===== config.mk =====
export PLATFORM = sky130hd
export DESIGN_NAME = wb_reg_file_flat
export DESIGN_NICKNAME = d
export VERILOG_FILES = /design/src/rtl/colab_pkg.sv /design/src/rtl/wb_reg_file_if.sv /design/src/rtl/rf_read_port.sv /design/src/rtl/wb_reg_file.sv /design/src/flat_wrapper.sv
export SDC_FILE = /design/constraint.sdc
export NUM_CORES = 2
export LEC_CHECK = 0
export CELL_PAD_IN_SITES_DETAIL_PLACEMENT = 0
export CELL_PAD_IN_SITES_GLOBAL_PLACEMENT = 1
export CORE_MARGIN = 2
export CORE_UTILIZATION = 43
export DETAILED_ROUTE_END_ITERATION = 10
export PLACE_DENSITY = 0.74
export SLEW_MARGIN = 20
export SYNTH_ARGS = -nofsm -noshare
export SYNTH_HDL_FRONTEND = slang
export SYNTH_HIERARCHICAL = 1
export SYNTH_SLANG_ARGS = --single-unit

===== constraint.sdc =====
create_clock -name clk_i -period 1.9 [get_ports clk_i]
set_input_delay 0.285 -clock clk_i [delete_from_list [all_inputs] [get_ports clk_i]]
set_output_delay 0.285 -clock clk_i [all_outputs]
set_load 0.03 [all_outputs]

===== src/rtl/colab_pkg.sv =====
// Shared pipeline package: default widths, the x0 index constant and common word/index types.
package colab_pkg;

  localparam int unsigned DATA_W_DEF = 32;
  localparam int unsigned ADDR_W_DEF = 5;

  localparam logic [4:0] REG_ZERO = 5'd0;

  typedef logic [DATA_W_DEF-1:0] word_t;
  typedef logic [ADDR_W_DEF-1:0] reg_idx_t;

endpackage


===== src/rtl/wb_reg_file_if.sv =====
// MEM/WB-to-register-file bus: write-back inputs, ID read indices and the returned data/count.
interface wb_reg_file_if #(
  parameter int unsigned DATA_W = 32,
  parameter int unsigned ADDR_W = 5,
  parameter int unsigned CNT_W  = 32
);

  logic              MemtoReg_i;
  logic              RegWrite_i;
  logic [DATA_W-1:0] mem_data_i;
  logic [DATA_W-1:0] alu_result_i;
  logic [ADDR_W-1:0] RDaddr_i;
  logic [ADDR_W-1:0] RSaddr_i;
  logic [ADDR_W-1:0] RTaddr_i;
  logic [DATA_W-1:0] RSdata_o;
  logic [DATA_W-1:0] RTdata_o;
  logic [DATA_W-1:0] wb_data_o;
  logic [CNT_W-1:0]  wb_cnt_o;

  modport master (
    output MemtoReg_i, RegWrite_i, mem_data_i, alu_result_i, RDaddr_i, RSaddr_i, RTaddr_i,
    input  RSdata_o, RTdata_o, wb_data_o, wb_cnt_o
  );

  modport slave (
    input  MemtoReg_i, RegWrite_i, mem_data_i, alu_result_i, RDaddr_i, RSaddr_i, RTaddr_i,
    output RSdata_o, RTdata_o, wb_data_o, wb_cnt_o
  );

endinterface


===== src/rtl/rf_read_port.sv =====
// One asynchronous register-file read port with reset / x0 / bypass / array priority.
module rf_read_port
  import colab_pkg::*;
#(
  parameter int unsigned DATA_W = DATA_W_DEF,
  parameter int unsigned ADDR_W = ADDR_W_DEF
) (
  input  logic              rst_i,
  input  logic [ADDR_W-1:0] idx,
  input  logic [DATA_W-1:0] regs [2**ADDR_W],
  input  logic              byp_valid,
  input  logic [ADDR_W-1:0] byp_idx,
  input  logic [DATA_W-1:0] byp_data,
  output logic [DATA_W-1:0] rdata
);

  always_comb begin
    rdata = '0;
    if (!rst_i) begin
      rdata = '0;
    end else if (idx == ADDR_W'(REG_ZERO)) begin
      rdata = '0;
    end else if (byp_valid && (idx == byp_idx)) begin
      rdata = byp_data;
    end else begin
      rdata = regs[idx];
    end
  end

endmodule


===== src/rtl/wb_reg_file.sv =====
// Write-back mux, architectural register file and committed-write counter.
// Define WB_RF_BYPASS_EN to forward the in-flight write to same-cycle reads.
module wb_reg_file
  import colab_pkg::*;
#(
  parameter int unsigned DATA_W = DATA_W_DEF,
  parameter int unsigned ADDR_W = ADDR_W_DEF,
  parameter int unsigned CNT_W  = 32
) (
  input logic         clk_i,
  input logic         rst_i,
  wb_reg_file_if.slave bus
);

  localparam int unsigned NumRegs = 2**ADDR_W;

  logic [DATA_W-1:0] wb_data;
  logic [DATA_W-1:0] regs_q [NumRegs];
  logic [CNT_W-1:0]  cnt_q, cnt_d;
  logic              wr_en;
  logic              byp_valid;

  assign wb_data       = bus.MemtoReg_i ? bus.mem_data_i : bus.alu_result_i;
  assign bus.wb_data_o = wb_data;
  assign bus.wb_cnt_o  = cnt_q;

  // x0 writes are dropped here, so they neither land in the array nor count.
  assign wr_en = bus.RegWrite_i && (bus.RDaddr_i != ADDR_W'(REG_ZERO));

`ifdef WB_RF_BYPASS_EN
  assign byp_valid = wr_en;
`else
  assign byp_valid = 1'b0;
`endif

  always_ff @(posedge clk_i) begin
    if (!rst_i) begin
      for (int i = 0; i < int'(NumRegs); i++) begin
        regs_q[i] <= '0;
      end
    end else if (wr_en) begin
      regs_q[bus.RDaddr_i] <= wb_data;
    end
  end

  always_comb begin
    cnt_d = cnt_q;
    if (wr_en) begin
      cnt_d = cnt_q + CNT_W'(1);
    end
  end

  always_ff @(posedge clk_i) begin
    if (!rst_i) begin
      cnt_q <= '0;
    end else begin
      cnt_q <= cnt_d;
    end
  end

  rf_read_port #(
    .DATA_W (DATA_W),
    .ADDR_W (ADDR_W)
  ) u_rs_port (
    .rst_i     (rst_i),
    .idx       (bus.RSaddr_i),
    .regs      (regs_q),
    .byp_valid (byp_valid),
    .byp_idx   (bus.RDaddr_i),
    .byp_data  (wb_data),
    .rdata     (bus.RSdata_o)
  );

  rf_read_port #(
    .DATA_W (DATA_W),
    .ADDR_W (ADDR_W)
  ) u_rt_port (
    .rst_i     (rst_i),
    .idx       (bus.RTaddr_i),
    .regs      (regs_q),
    .byp_valid (byp_valid),
    .byp_idx   (bus.RDaddr_i),
    .byp_data  (wb_data),
    .rdata     (bus.RTdata_o)
  );

endmodule


===== src/flat_wrapper.sv =====
// flat-port wrapper written by rule: the top's interface ports become plain ports
module wb_reg_file_flat import colab_pkg::*;
#(
  parameter int unsigned DATA_W = DATA_W_DEF,
  parameter int unsigned ADDR_W = ADDR_W_DEF,
  parameter int unsigned CNT_W  = 32
)
  (clk_i, rst_i, bus_MemtoReg_i, bus_RegWrite_i, bus_mem_data_i, bus_alu_result_i, bus_RDaddr_i, bus_RSaddr_i, bus_RTaddr_i, bus_RSdata_o, bus_RTdata_o, bus_wb_data_o, bus_wb_cnt_o);
  wb_reg_file_if #(.DATA_W(DATA_W), .ADDR_W(ADDR_W), .CNT_W(CNT_W)) bus_i ();
  input logic clk_i;
  input logic rst_i;
  input wire logic [$bits(bus_i.MemtoReg_i)-1:0] bus_MemtoReg_i;
  input wire logic [$bits(bus_i.RegWrite_i)-1:0] bus_RegWrite_i;
  input wire logic [$bits(bus_i.mem_data_i)-1:0] bus_mem_data_i;
  input wire logic [$bits(bus_i.alu_result_i)-1:0] bus_alu_result_i;
  input wire logic [$bits(bus_i.RDaddr_i)-1:0] bus_RDaddr_i;
  input wire logic [$bits(bus_i.RSaddr_i)-1:0] bus_RSaddr_i;
  input wire logic [$bits(bus_i.RTaddr_i)-1:0] bus_RTaddr_i;
  output wire logic [$bits(bus_i.RSdata_o)-1:0] bus_RSdata_o;
  output wire logic [$bits(bus_i.RTdata_o)-1:0] bus_RTdata_o;
  output wire logic [$bits(bus_i.wb_data_o)-1:0] bus_wb_data_o;
  output wire logic [$bits(bus_i.wb_cnt_o)-1:0] bus_wb_cnt_o;
  assign bus_i.MemtoReg_i = bus_MemtoReg_i;
  assign bus_i.RegWrite_i = bus_RegWrite_i;
  assign bus_i.mem_data_i = bus_mem_data_i;
  assign bus_i.alu_result_i = bus_alu_result_i;
  assign bus_i.RDaddr_i = bus_RDaddr_i;
  assign bus_i.RSaddr_i = bus_RSaddr_i;
  assign bus_i.RTaddr_i = bus_RTaddr_i;
  assign bus_RSdata_o = bus_i.RSdata_o;
  assign bus_RTdata_o = bus_i.RTdata_o;
  assign bus_wb_data_o = bus_i.wb_data_o;
  assign bus_wb_cnt_o = bus_i.wb_cnt_o;
  wb_reg_file #(.DATA_W(DATA_W), .ADDR_W(ADDR_W), .CNT_W(CNT_W)) u_core (.clk_i(clk_i), .rst_i(rst_i), .bus(bus_i));
endmodule

## Word-level counts from Yosys, hierarchy flattened

Index checks and enable logic that the tools add are counted.
Widths: inputs -> output; s select.

- Bitwise operators: 3
- Add/sub/neg operators: 1
- Reductions and logical operators: 5
- Order comparisons: 4
- Multiplexer cells: 14

Operator list:

| cell | number |
|---|---|
| $bwmux 1024 | 1 |
| $bmux 32 s5 | 2 |
| $mux 32 | 10 |
| $demux 32 s5 | 1 |
| $add 32x1->32 const B | 1 |
| $ge 6x6->1 const B | 3 |
| $not 5->6 | 3 |
| $logic_not 5->1 | 2 |
| $lt 6x1->1 const B | 1 |
| $reduce_bool 5->1 | 1 |
| $logic_and 1x1->1 | 2 |

- Register bits after elaboration: 1056
- Bits of input ports: 83
- Output and inout bits: 128

## Depth between registers and ports, before layout

- Word-level depth: 6
- Gate-level depth with buffers: 9
- Mapped depth without buffers: 5

## Modules after synthesis

The synthesis kept the hierarchy.

Modules (own cells, without submodules):

| module | sequential area each (um2) | times used | area an instance (um2) | cells each |
|---|---|---|---|---|
| wb_reg_file | 21140.3 | 1 | 36678.9 | 3762 |
| rf_read_port | 0.0 | 2 | 9053.7 | 1102 |

## Least setup slack after synthesis

No wires, ideal clock.

- Kind: input port to output port
- From: input bus_RSaddr_i[2]
- To: output bus_RSdata_o[14]
- Arrival: 1900 ps
- Path slack: -285 ps
- Buffers on the path: 2
- Cell stages on the path: 7
- Path through: buf_4 or4b_1 clkbuf_1 o32a_1 o221ai_1 nor3b_1 a21oi_1

- Longest elaborated chain between the ends: 6
- Elaborated cells on any way between the ends: 7
- Classes of those cells: 5 x mux; 1 x bitwise; 1 x reduce/logical

Ends and longest elaborated chain:

| element | line | RTL |
|---|---|---|
| start: declaration | flat_wrapper.sv:17 | `input wire logic [$bits(bus_i.RSaddr_i)-1:0] bus_RSaddr_i;` |
| $not 5->6 (not written as such) | rf_read_port.sv:26 | `rdata = regs[idx];` |
| $bmux 32 s5 | rf_read_port.sv:26 |  |
| $mux 32 (not written as such) (2 in series) | rf_read_port.sv:26 |  |
| $mux 32 * | rf_read_port.sv:21 | `end else if (idx == ADDR_W'(REG_ZERO)) begin` |
| $mux 32 * | rf_read_port.sv:19 | `if (!rst_i) begin` |
| end: declaration | flat_wrapper.sv:19 | `output wire logic [$bits(bus_i.RSdata_o)-1:0] bus_RSdata_o;` |

Mark *: on every way between the ends. The rest lies on a longest branch, timed or not. The select of a mux whose other input is x is not followed.

## Final worst setup path

- From: register u_core/regs_q[81] (netlist bit)
- To: output bus_RTdata_o[17]

- Longest elaborated chain between the ends: 5

Ends and longest elaborated chain:

| element | line | RTL |
|---|---|---|
| start: declaration | wb_reg_file.sv:18 | `logic [DATA_W-1:0] regs_q [NumRegs];` |
| start signal: indexed assignment | wb_reg_file.sv:42 | `regs_q[bus.RDaddr_i] <= wb_data;` |
| $bmux 32 s5 | rf_read_port.sv:26 |  |
| $mux 32 (not written as such) (2 in series) | rf_read_port.sv:26 |  |
| $mux 32 | rf_read_port.sv:21 |  |
| $mux 32 | rf_read_port.sv:19 |  |
| end: declaration | flat_wrapper.sv:20 | `output wire logic [$bits(bus_i.RTdata_o)-1:0] bus_RTdata_o;` |

Every way passes these cells. The select of a mux whose other input is x is not followed.

==> impl_metrics.tcl <==
set metrics [dict create \
    io_pins 211 \
    maxcap_violations 0 \
    critical_path.cell_chain "mux4_2 -> o21ai_2 -> nand4_1 -> buf_4 -> o221a_4 -> buf_12" \
    irDropWorstVdd_v 0.000772 \
    worst-path-max-fanout 2 \
    grt.met2_usage_pct 49.9 \
    tightest_hold_check_type "in -> reg" \
    drt.antenna.violating_nets 0 \
    comb_power_share_pct 15.0 \
    yosysWarnings 6 \
    syn_area_per_cell_um2 9.18 \
    cts_tree "done" \
    fmax_ghz 0.337 \
    power.density_nw_per_um2 766 \
    rsz0062_at_grt "true" \
    place.gp.congestion 0.934 \
    count_of_endpoints_failing_hold_in_the_final_timing_report 0 \
    route.detailed.vias_per_inst 6.23 \
    synth.ff_latch_count 1056 \
    grt_usage_pct 32.3 \
    fin_ws_ns -1.06 \
    power_switching_share_pct 27.2 \
    clock-skew-final_ns 0.00643 \
    tightestPinTransition_ns 4.29 \
    drtIter0Drc 5195 \
    dieArea_um2 130000 \
    via_count_of_the_first_global_routing_pass 47969 \
    fillers 10687 \
    met1_usage_pct 44.3 \
    arrival_ns 2.68 \
    power_frac_seq_pct 41.3 \
    clockBufferDepth 3 \
    crit_path_kind "reg -> out" \
    critical_path.endpoint_type "primary output" \
    final_stage_net_count 6412 \
    critPathLaunchType "register" \
    switching_power_w 0.0149 \
    antenna_found_initial 4 \
    grt_start_max_net_pins 92 \
    relSlewSlack_pct -187 \
    result_of_the_run "complete, but fails checks" \
    area_delta_synth_final_pct 30.4 \
    clk_pin_slew_worst_paths_ns 0.06 \
    synth-edff-count 0 \
    place.detailed.hpwl_mm 152 \
    numPlacedInstances 7827 \
    postSynth.asyncResetShare_pct 0 \
    setup_viol 64 \
    core-area_um2 126000 \
    wl_per_cell_um 27.0 \
    cell_internal_pwr_w 0.0399 \
    postSynth.topFlopCell "sky130_fd_sc_hd__dfxtp_1" \
    synthesis.area_um2 54800 \
    finalCriticalPeriod_ns 2.96 \
    violations_in_the_final_reports "slew limit, setup timing" \
    clock-root-buffer "sky130_fd_sc_hd__clkbuf_16" \
    power.clock.fraction_pct 43.7 \
    met3_usage_pct 6.50 \
    report.final.slew_viol_count 130 \
    route.detailed.drc 0 \
    drt-total-wl_mm 218 \
    cts_buffers 116 \
    synthesis.instances 5966 \
    timing.critical_path.max_delay_family "multiplexers" \
    post-layout-total-power_w 0.0548 \
    maximum_level_of_the_cts_h_tree 3 \
    count_of_buffering_cells_on_the_critical_path_with_inverters_included 2 \
    netlist_cell_types 64 \
    dieHeight_um 361 \
    crit_path_max_incr_delay_ns 0.50 \
    finalCritPeriodShare_pct 156 \
    drive_above_1_share_pct 26.6 \
    remaining_overflow_grt 0 \
    die_wd_um 361 \
    leakage_power_nw 25.2 \
    instances_no_fill 8078 \
    top_usage_layer "met2" \
    detailedRoute.firstPassIterationCount 8 \
    start_util_pct 43.5 \
    clock_sinks 1056 \
    detailroute.via_count 50353 \
    synth_seq_area_share_pct 38.6 \
    required_time_of_the_critical_path_ns 1.62 \
    cp_slowest_cell "sky130_fd_sc_hd__mux4_2" \
    clk-insertion-delay-late_ns 0.72 \
    first_pass_grt_wire_length_mm 321 \
    core.rowCount 130 \
    port-buffer-count 210 \
]
==> power groups by stage <==
stage | clock network (W) | logic, W | registers (W)
after floorplan | 0 | 0.00385 | 0.0231
final | 0.0239 | 0.00820 | 0.0226
after detailed placement | 0 | 0.00753 | 0.0231
after global placement | 0 | 0.00750 | 0.0231
after global routing | 0.0250 | 0.00843 | 0.0227
after CTS | 0.0241 | 0.00787 | 0.0226
==> cell usage after synthesis, drive strengths merged, types with 11 or more instances <==
cell type | number | share of area [%]
a211oi | 1017 | 15
a21oi | 127 | 1.2
a221oi | 16 | 0.26
a22oi | 84 | 1.2
a31oi | 14 | 0.16
and2 | 39 | 0.45
buf | 297 | 3.2
clkbuf | 396 | 2.7
dfxtp | 1056 | 39
inv | 37 | 0.25
mux2 | 88 | 1.8
mux2i | 750 | 14
mux4 | 100 | 4.1
nand2 | 141 | 0.98
nand2b | 16 | 0.18
nand3 | 59 | 0.54
nand4 | 59 | 0.69
nor2 | 1128 | 7.9
nor2b | 34 | 0.39
nor3 | 32 | 0.34
nor3b | 14 | 0.19
nor4 | 11 | 0.24
o2111ai | 35 | 0.58
o21ai | 61 | 0.60
o221a | 50 | 1.0
o221ai | 14 | 0.22
o22ai | 182 | 2.1
o31ai | 11 | 0.15
o32a | 14 | 0.26
or4 | 12 | 0.16
xor2 | 14 | 0.22
==> sequential cells by signal (all words and copies together) (netlist names) <==
signal / flops
u_core/bus.wb_cnt_o: 32
u_core/regs_q: 1024
==> timing repair <==
| action | CTS | global route |
|---|---|---|
| endpoints found under the hold margin | 2 | 0 |
| gates cloned | 2 | 1 |
| hold buffers | 1 | 0 |
| resized for setup | 364 | 121 |
| buffers inserted | 24 | 18 |
| setup endpoints to repair | 96 | 71 |
| pin swaps | 100 | 77 |
==> kinds of logic after synthesis <==
| logic type | Yosys count | synth area share, % |
|---|---|---|
| xor+xnor | 16 | 0.256 |
| flops | 1056 | 38.6 |
| buf+inv | 730 | 6.22 |
| simple gates | 1588 | 12.8 |
| compound gates | 1636 | 22.5 |
| other cells | 1 | 0.00684 |
| mux | 938 | 19.6 |
| fa+ha+maj | 1 | 0.0228 |
==> worst reg2reg max path, delay by kind of cell, from the launching register on <==
family	cells	cell delay, ns
buffers and inverters	1	0.23
AND/OR/NAND/NOR	3	0.97
flip-flops	1	0.40
AO/OA/AOI/OAI	1	0.15
==> routing by layer <==
layer | routed length (um) | part of all wire [%]
met1 | 93700 | 43
met2 | 97000 | 44
met3 | 19300 | 8.8
met4 | 8380 | 3.8
met5 | 30 | 0.014
==> final timing paths <==
path | start | endpoint | slack, ns | cells after the start
max | u_core/regs_q[81]$_SDFFE_PN0P_ | bus_RTdata_o[17] | -1.06 | 6
min reg2reg | u_core/bus.wb_cnt_o[31]$_SDFFE_PN0P_ | u_core/bus.wb_cnt_o[31]$_SDFFE_PN0P_ | 0.47 | 2
max reg2reg | u_core/bus.wb_cnt_o[4]$_SDFFE_PN0P_ | u_core/bus.wb_cnt_o[21]$_SDFFE_PN0P_ | 0.08 | 5
min | rst_i | u_core/bus.wb_cnt_o[27]$_SDFFE_PN0P_ | 0.12 | 4
==> cell usage in the layout (no fill, tap or decap), types with 16 or more instances in the layout <==
master and n:
sky130_fd_sc_hd__nor2_1 1102, sky130_fd_sc_hd__dfxtp_1 986, sky130_fd_sc_hd__a211oi_1 922, sky130_fd_sc_hd__mux2i_1 716, sky130_fd_sc_hd__buf_4 488, sky130_fd_sc_hd__buf_12 281, sky130_fd_sc_hd__o22ai_1 148, sky130_fd_sc_hd__nand2_1 134
sky130_fd_sc_hd__clkbuf_16 122, sky130_fd_sc_hd__a21oi_1 109, sky130_fd_sc_hd__mux4_2 100, sky130_fd_sc_hd__a211oi_2 95, sky130_fd_sc_hd__mux2_2 72, sky130_fd_sc_hd__clkdlybuf4s50_1 70, sky130_fd_sc_hd__a22oi_1 70, sky130_fd_sc_hd__dfxtp_2 69
sky130_fd_sc_hd__nand4_1 58, sky130_fd_sc_hd__nand3_1 58, sky130_fd_sc_hd__o221a_4 50, sky130_fd_sc_hd__buf_6 46, sky130_fd_sc_hd__inv_1 35, sky130_fd_sc_hd__and2_1 35, sky130_fd_sc_hd__clkbuf_8 34, sky130_fd_sc_hd__mux2i_4 32
sky130_fd_sc_hd__clkbuf_1 29, sky130_fd_sc_hd__nor2b_1 25, sky130_fd_sc_hd__nor2_4 23, sky130_fd_sc_hd__o21ai_0 23, sky130_fd_sc_hd__o2111ai_2 22, sky130_fd_sc_hd__o22ai_2 21, sky130_fd_sc_hd__dlygate4sd2_1 19, sky130_fd_sc_hd__o21ai_2 19
sky130_fd_sc_hd__clkinv_2 18, sky130_fd_sc_hd__nand2b_1 16, sky130_fd_sc_hd__mux2_4 16, sky130_fd_sc_hd__a221oi_1 16
==> through the flow <==
step | setup TNS (ns) | hold WS (ns) | utilization [%] | setup slack [ns] | cell area (um2)
after global routing | -52.66 | 0.131 | 56.7 | -1.08 | 71500
after detailed placement | -467.48 | 0.468 | 51.8 | -1.50 | 65200
after floorplan | -6.21 | 0.451 | - | -0.111 | 55500
after CTS | -51.86 | 0.0756 | 56.2 | -1.08 | 70800
after global placement | -443.10 | 0.457 | 51.8 | -1.42 | 65200
final | -51.24 | 0.123 | 56.7 | -1.06 | 71500
==> area by class of cell <==
| cell class | count | area, um2 | share of cell area (%) |
|---|---|---|---|
| Inverter | 37 | 150 | 0.210 |
| Sequential cell | 1056 | 21200 | 29.7 |
| Clock inverter | 35 | 489 | 0.685 |
| Multi-Input combinational cell | 4181 | 32900 | 46.0 |
| Tap cell | 1650 | 2060 | 2.89 |
| Antenna cell | 3 | 7.51 | 0.0105 |
| Timing Repair Buffer | 936 | 11100 | 15.6 |
| Clock buffer | 180 | 3520 | 4.92 |
(Power assumes the default switching activity.)
